`config.mk`:
```
export PLATFORM = sky130hd
export DESIGN_NAME = uart_rx
export DESIGN_NICKNAME = d
export VERILOG_FILES = /design/src/rtl/uart_pkg.sv /design/src/rtl/rx_sync.sv /design/src/rtl/uart_rx.sv
export SDC_FILE = /design/constraint.sdc
export NUM_CORES = 1
export LEC_CHECK = 0
export BUFFER_PORTS_ARGS = -buffer_cell sky130_fd_sc_hd__clkbuf_2
export CAP_MARGIN = 15
export CORE_MARGIN = 5
export CORE_UTILIZATION = 42
export CTS_CLUSTER_DIAMETER = 30
export CTS_CLUSTER_SIZE = 12
export DETAILED_ROUTE_END_ITERATION = 6
export SLEW_MARGIN = 40
export SYNTH_ARGS = -nofsm -noshare
export SYNTH_HDL_FRONTEND = slang
export SYNTH_SLANG_ARGS = --single-unit
```
`constraint.sdc`:
```
create_clock -name Clk -period 2.05 [get_ports Clk]
set_clock_uncertainty 0.2 [all_clocks]
set_input_delay 0.205 -clock Clk [delete_from_list [all_inputs] [get_ports Clk]]
set_output_delay 0.205 -clock Clk [all_outputs]
set_load 0.005 [all_outputs]
```
`src/rtl/uart_pkg.sv`:
```
// uart_pkg: shared UART receive types and constants
package uart_pkg;
  localparam int UART_DATA_W = 8;
  localparam int UART_DEF_CLKS_PER_BIT = 434;
  typedef enum logic [2:0] {IDLE, START, DATA, STOP, WAIT_HIGH} rx_state_t;
endpackage

```
`src/rtl/rx_sync.sv`:
```
// rx_sync: two-flop synchronizer for an asynchronous input with a parameterised reset value
module rx_sync #(
  parameter logic RST_VAL = 1'b1
) (
  input  logic Clk,
  input  logic Rst,
  input  logic d,
  output logic q
);
  logic [1:0] sync_q;
  // shift the async input through two flops
  always_ff @(posedge Clk)
    if (Rst) sync_q <= {2{RST_VAL}};
    else sync_q <= {sync_q[0], d};
  assign q = sync_q[1];
endmodule

```
`src/rtl/uart_rx.sv`:
```
// uart_rx: 8N1 UART receiver with valid strobe, activity toggle and framing-error pulse
module uart_rx
  import uart_pkg::*;
#(
  parameter int CLKS_PER_BIT = UART_DEF_CLKS_PER_BIT
) (
  input  logic                   Clk,
  input  logic                   Rst,
  input  logic                   rx,
  output logic [UART_DATA_W-1:0] data_out,
  output logic                   data_valid,
  output logic                   det_toggle,
  output logic                   frame_err,
  output logic                   busy
);
  localparam int CW = $clog2(CLKS_PER_BIT);
  localparam logic [CW-1:0] HALF = CW'(CLKS_PER_BIT / 2 - 1);
  localparam logic [CW-1:0] FULL = CW'(CLKS_PER_BIT - 1);
  logic rx_s;
  rx_state_t state_q, state_d;
  logic [CW-1:0] cnt_q, cnt_d;
  logic [2:0] bit_q, bit_d;
  logic [UART_DATA_W-1:0] sh_q, sh_d, data_q, data_d;
  logic dv_q, dv_d, fe_q, fe_d, tog_q, tog_d, busy_q, busy_d;
  rx_sync #(.RST_VAL(1'b1)) u_sync (.Clk(Clk), .Rst(Rst), .d(rx), .q(rx_s));
  // next-state: the baud counter restarts at each sample point so samples stay mid-bit
  always_comb begin
    state_d = state_q;
    cnt_d = cnt_q + 1'b1;
    bit_d = bit_q;
    sh_d = sh_q;
    data_d = data_q;
    dv_d = 1'b0;
    fe_d = 1'b0;
    tog_d = tog_q;
    case (state_q)
      IDLE: begin
        cnt_d = '0;
        bit_d = '0;
        state_d = rx_s ? IDLE : START;
      end
      START:
        if (cnt_q == HALF) begin
          cnt_d = '0;
          state_d = rx_s ? IDLE : DATA;
        end
      DATA:
        if (cnt_q == FULL) begin
          cnt_d = '0;
          sh_d = {rx_s, sh_q[UART_DATA_W-1:1]};
          bit_d = bit_q + 3'd1;
          state_d = (bit_q == 3'd7) ? STOP : DATA;
        end
      STOP:
        if (cnt_q == FULL) begin
          state_d = rx_s ? IDLE : WAIT_HIGH;
          dv_d = rx_s;
          fe_d = !rx_s;
          data_d = rx_s ? sh_q : data_q;
          tog_d = tog_q ^ rx_s;
        end
      WAIT_HIGH: state_d = rx_s ? IDLE : WAIT_HIGH;
      default: state_d = IDLE;
    endcase
    busy_d = (state_d != IDLE);
  end
  // register state, counters and all outputs
  always_ff @(posedge Clk)
    if (Rst) begin
      state_q <= IDLE;
      cnt_q <= '0;
      bit_q <= '0;
      sh_q <= '0;
      data_q <= '0;
      dv_q <= 1'b0;
      fe_q <= 1'b0;
      tog_q <= 1'b0;
      busy_q <= 1'b0;
    end else begin
      state_q <= state_d;
      cnt_q <= cnt_d;
      bit_q <= bit_d;
      sh_q <= sh_d;
      data_q <= data_d;
      dv_q <= dv_d;
      fe_q <= fe_d;
      tog_q <= tog_d;
      busy_q <= busy_d;
    end
  assign data_out = data_q;
  assign data_valid = dv_q;
  assign frame_err = fe_q;
  assign det_toggle = tog_q;
  assign busy = busy_q;
endmodule

```
# Word-level counts from Yosys, hierarchy flattened
# Index checks and enable logic that the tools add are counted.
dict set report word_totals {
  ff_bits 37
  input_bits 3
  output_inout_bits 12
  word_cells 45
}
dict set report op_classes {
  add_sub_neg 2
  eq_ne 8
  n_mux 13
  bitwise_logic 3
  n_reduce_logical 9
}
# operator n
set op_table {}
lappend op_table {{$pmux 9 s3} 1}
lappend op_table {{$mux 9} 2}
lappend op_table {{$mux 3} 5}
lappend op_table {{$pmux 3 s5} 1}
lappend op_table {{$add 9x1->9 const B} 1}
lappend op_table {{$eq 9x8->1 const B} 1}
lappend op_table {{$eq 9x9->1 const B} 1}
lappend op_table {{$eq 3x2->1 const B} 2}
lappend op_table {{$eq 3x3->1 const B} 2}
lappend op_table {{$pmux 3 s2} 1}
lappend op_table {{$reduce_and 2->1} 3}
lappend op_table {{$add 3x1->3 const B} 1}
lappend op_table {{$eq 3x1->1 const B} 1}
lappend op_table {{$logic_not 3->1} 1}
lappend op_table {{$reduce_and 3->1} 1}
lappend op_table {{$reduce_bool 3->1} 1}
lappend op_table {{$reduce_or 3->1} 1}
lappend op_table {{$mux 1} 2}
lappend op_table {{$mux 2} 1}
lappend op_table {{$ne 2x2->1 const B} 1}
lappend op_table {{$not 1->1} 2}
lappend op_table {{$reduce_bool 2->1} 1}
lappend op_table {{$logic_not 1->1} 1}
lappend op_table {{$xor 1x1->1} 1}

# Longest topological paths before layout
dict set report depth {
  word_depth 5
  depth_mapped 7
  depth_no_buf 6
}

# Modules after synthesis
# A second synthesis with hierarchy kept.
dict set report unflattened {
  cells_unflattened 166
  hier_area_um2 1531.5
}
# mod n_inst cells_each area_each_um2
set modules_own_cells {}
lappend modules_own_cells {uart_rx 1 162 1478.9}
lappend modules_own_cells {rx_sync 1 4 52.6}

# Worst setup path after synthesis
# OpenSTA, ideal clock, no wires.
dict set report synth_timing {
  path_kind {flip-flop to flip-flop}
  startpoint {reg cnt_q[0]}
  endpoint {reg cnt_q[2]}
  arrival_ps 1338
  t_required_ps 1720
  path_slack_ps 381
  path_stages_with_launch 7
  n_path_buf 0
  synth_period_minus_slack_ps 1669
  cell_sequence {dfxtp_1 > inv_1 > ha_1 > nor4b_4 > nand3b_2 > a221oi_4 > nor2_1}
}
dict set report synth_via {
  elab_chain_cells 3
}
# element line
set synth_rtl {}
lappend synth_rtl {{start, declared} uart_rx.sv:21} ;# logic [CW-1:0] cnt_q, cnt_d;
lappend synth_rtl {{start signal, assigned} uart_rx.sv:81} ;# cnt_q <= cnt_d;
lappend synth_rtl {{$add 9x1->9 (tied with other cells)} uart_rx.sv:29} ;# cnt_d = cnt_q + 1'b1;
lappend synth_rtl {{$mux 9, on equally long branches} {uart_rx.sv:48, uart_rx.sv:43}}
lappend synth_rtl {{$pmux 9 s3 *} uart_rx.sv:36} ;# case (state_q)
# Every way passes the cells marked *; elsewhere a longest branch is shown, timed or not.
# A chain may end at the register's enable or synchronous reset.

# Final worst setup path
dict set report layout_timing {
  startpoint {reg cnt_q[0]}
  endpoint {reg cnt_q[6]}
}
# The elaborated chain is that of the path after synthesis.

==> flow_summary.json <==
{
  "run_status": "finished, final reports clean",
  "hp_class": "input port to register",
  "power.density_nw_per_um2": 746,
  "cellLeakagePower_nw": 0.690,
  "timing_hold_violations_final": 0,
  "finalSetupViolations": 0,
  "finalNetCount": 207,
  "worst-slew-pin-transition_ns": 0.431,
  "critPathBufInv": 0,
  "finalCoreUtilization_pct": 50.8,
  "synth_enable_flop_cells": 0,
  "post-route-cell-area_sq_um": 1900,
  "syn_area_per_cell_sq_um": 9.08,
  "detail_route.wl_per_cell_microns": 13.4,
  "core_region_area_sq_um": 3740,
  "clock_path_buffers": 2,
  "grt.total_usage_pct": 14.0,
  "yosys-top-cells-area": "sky130_fd_sc_hd__dfxtp_1, sky130_fd_sc_hd__nand2_1, sky130_fd_sc_hd__nor2_1",
  "fillerInstances": 371,
  "placedCellCount": 239,
  "finalHoldWorstSlack_ns": 0.0554,
  "wl_microns": 3330,
  "diodes": 0,
  "grt_remaining_overflow": 0,
  "number_of_nets_with_antenna_violations_after_detailed_routing": 0,
  "synth_top_area_share_pct": 44.8,
  "detail_route.vias_per_cell": 5.30,
  "layout_worst_path_cycle_share_pct": 92.7,
  "clock_period_minus_worst_slack_ns": 1.90,
  "max-vdd-ir-drop_mv": 0.360,
  "port_buffers": 14,
  "max_cap_violations": 0,
  "wp_data_required_ns": 2.01,
  "grt_use_met3_pct": 4.13,
  "yosys_register_bits": 37,
  "gp_routability_congestion": 0.816,
  "drt_first_pass_iters": 4,
  "post-dp-hpwl_microns": 2330,
  "slowest_delay_ns": 0.43,
  "slew_viol_final": 0,
  "clock_sinks": 37,
  "clkPwrFrac_pct": 46.1,
  "sequential_power_share_pct": 51.3,
  "fp-row-count": 22,
  "synth-seq-area-share_pct": 44.8,
  "insertion_delay_ns": 0.29,
  "dominantRegCellSynth": "sky130_fd_sc_hd__dfxtp_1",
  "worstSetupStartpointType": "register",
  "ctsHtreeMaxLevel": 2,
  "grt_met2_usage_pct": 22.4,
  "placed_area_sq_um": 1770,
  "fin_cells": 248,
  "pwr-share-comb_pct": 2.6,
  "cp.arrival_ns": 1.86,
  "worst_path_max_delay_cell": "sky130_fd_sc_hd__dfxtp_1",
  "grt_max_degree": 29,
  "async_flop_share_pct": 0,
  "critical-path-top-delay-family": "compound AO/OA/AOI/OAI gates",
  "cell_type_with_the_highest_aggregate_area_in_the_netlist": "sky130_fd_sc_hd__dfxtp_1",
  "mappedNetlistArea_sq_um": 1650,
  "rsz0062_at_grt": "false",
  "die_height_microns": 72.7,
  "cts_setup_buffers": 0,
  "multiInputGateArea_sq_um": 841,
  "first_global_vias": 1295,
  "floorplan.die_area_sq_um": 5290,
  "switchingPower_w": 0.000286,
  "synth.yosys.warnings": 0,
  "cts_made_buffers": 5,
  "max_freq_mhz": 526,
  "p_int_w": 0.00113,
  "layout.area.seq_sq_um": 741,
  "synthCells": 182,
  "route.vias.total": 1315,
  "worst_setup_path_end_kind": "register",
  "yosys.cell_count.top_type": "sky130_fd_sc_hd__dfxtp_1",
  "synth.top_cells.by_count": "sky130_fd_sc_hd__dfxtp_1, sky130_fd_sc_hd__nand2_1, sky130_fd_sc_hd__nor2_1, sky130_fd_sc_hd__a21oi_1, sky130_fd_sc_hd__nand3_1",
  "finalSetupTns_ns": 0,
  "floorplan.initialDensity_pct": 44.2,
  "crit_path_max_fanout": 9,
  "sw_frac_of_total_pct": 20.1,
  "relSlewSlack_pct": 71.2,
  "grt_first_pass_wirelength_microns": 5800,
  "io_pins": 15,
  "crit_chain": "ha_1, nand4bb_1, o211a_1, a221oi_4, nor2_1",
  "detail_route.drc_violations": 0,
  "postSynthNetCount": 190,
  "globalRoute.busiestLayer": "met2",
  "crit_type": "register to register",
  "global_route.usage.met1_pct": 17.5,
  "ctsRootBufferMaster": "sky130_fd_sc_hd__clkbuf_8",
  "drtIter0Drc": 68,
  "drive_above_1_share_pct": 18.0,
  "syn_to_final_growth_pct": 15.1,
  "floorplan.die.width_microns": 72.7,
  "cts_tree": "done",
  "clk_transition_reported_paths_ns": 0.07,
  "antenna_violations_before_repair": 0,
  "yosys.cell_types.count": 41
}
cell families (layout without fill, tap and decap cells):
group           count (synthesis)  in the layout  synth area share, %
flops                          37             37                 44.8
xor+xnor                        8              8                 4.24
mux                             8              8                 4.85
fa+ha+maj                       5              5                 3.79
buf+inv                        15             33                 4.31
simple gates                   86             86                 28.2
compound gates                 23             23                 9.77
flip-flops by register name (all words and copies together), names as in the netlist:
register / flops
state_q: 3
sh_q: 8
det_toggle: 1
data_out: 8
data_valid: 1
cnt_q: 9
busy: 1
frame_err: 1
u_sync.sync_q: 2
bit_q: 3
area by class of cell:
| class | instances | area share (%) |
|---|---|---|
| Multi-Input combinational cell | 130 | 44.2 |
| Sequential cell | 37 | 38.9 |
| Tap cell | 48 | 3.16 |
| Clock inverter | 2 | 1.97 |
| Timing Repair Buffer | 21 | 6.58 |
| Clock buffer | 6 | 4.34 |
| Inverter | 4 | 0.789 |
cell usage in the layout, fill, tap and decap left out, types with 2 or more instances in the layout:
cell type | synthesis | layout
sky130_fd_sc_hd__xnor2_1 | 6 | 6
sky130_fd_sc_hd__ha_1 | 5 | 5
sky130_fd_sc_hd__nor3_1 | 4 | 4
sky130_fd_sc_hd__or2_2 | 2 | 2
sky130_fd_sc_hd__nor2_1 | 22 | 22
sky130_fd_sc_hd__clkbuf_8 | 0 | 6
sky130_fd_sc_hd__a211oi_1 | 2 | 2
sky130_fd_sc_hd__o21ai_0 | 2 | 2
sky130_fd_sc_hd__nor2b_1 | 3 | 3
sky130_fd_sc_hd__and4bb_2 | 2 | 2
sky130_fd_sc_hd__a21oi_1 | 13 | 13
sky130_fd_sc_hd__nand4b_1 | 2 | 2
sky130_fd_sc_hd__buf_4 | 1 | 6
sky130_fd_sc_hd__inv_1 | 4 | 4
sky130_fd_sc_hd__nand2_1 | 25 | 25
sky130_fd_sc_hd__and4b_1 | 2 | 2
sky130_fd_sc_hd__clkbuf_2 | 0 | 14
sky130_fd_sc_hd__mux2i_1 | 8 | 8
sky130_fd_sc_hd__dfxtp_1 | 37 | 37
sky130_fd_sc_hd__nand3_1 | 10 | 10
sky130_fd_sc_hd__nor3b_1 | 2 | 2
sky130_fd_sc_hd__xor2_1 | 2 | 2
worst paths after layout:
| kind | depth (start not counted) | slack [ns] | to | from |
|---|---|---|---|---|
| setup / recovery | 5 | 0.15 | cnt_q[6]$_SDFF_PP0_ | cnt_q[0]$_SDFF_PP0_ |
| hold / removal | 4 | 0.06 | state_q[1]$_SDFF_PP0_ | Rst |
| setup reg to reg | 5 | 0.15 | cnt_q[6]$_SDFF_PP0_ | cnt_q[0]$_SDFF_PP0_ |
| hold reg to reg | 1 | 0.23 | u_sync.sync_q[1]$_SDFF_PP1_ | u_sync.sync_q[0]$_SDFF_PP1_ |
stage by stage:
step	power [W]	setup slack (ns)
final	0.00142	0.149
after global routing	0.00147	0.00340
after CTS	0.00144	0.147
after detailed placement	0.000780	0.176
after global placement	0.000779	0.256
after floorplan	0.000769	0.381
power by group through the flow:
| stage | registers (W) | clock network [W] | logic (W) |
|---|---|---|---|
| 2_1_floorplan | 0.000742 | 0 | 0.0000271 |
| 4_1_cts | 0.000728 | 0.000676 | 0.0000367 |
| 3_5_place_dp | 0.000745 | 0 | 0.0000349 |
| 3_3_place_gp | 0.000745 | 0 | 0.0000341 |
| 5_1_grt | 0.000729 | 0.000696 | 0.0000410 |
| 6_report | 0.000728 | 0.000654 | 0.0000369 |
timing repair:
action                                 CTS  global route
hold buffers                             1             0
setup endpoints to repair                0             2
endpoints found under the hold margin    1             0
gates resized for setup                  0             0
worst register-to-register path: cells and delay by family (launching register included):
kind	cells	cell delay [ns]
compound gates	2	0.64
fa+ha+maj	1	0.23
flops	1	0.43
simple gates	2	0.27
per-layer routing:
metal | up-vias | share of wire, %
li1 | 664 | -
met1 | 624 | 48
met2 | 20 | 46
met3 | 7 | 4.0
met4 | 0 | 1.7
met5 | - | 0
Power figures use the tool's default switching activity.
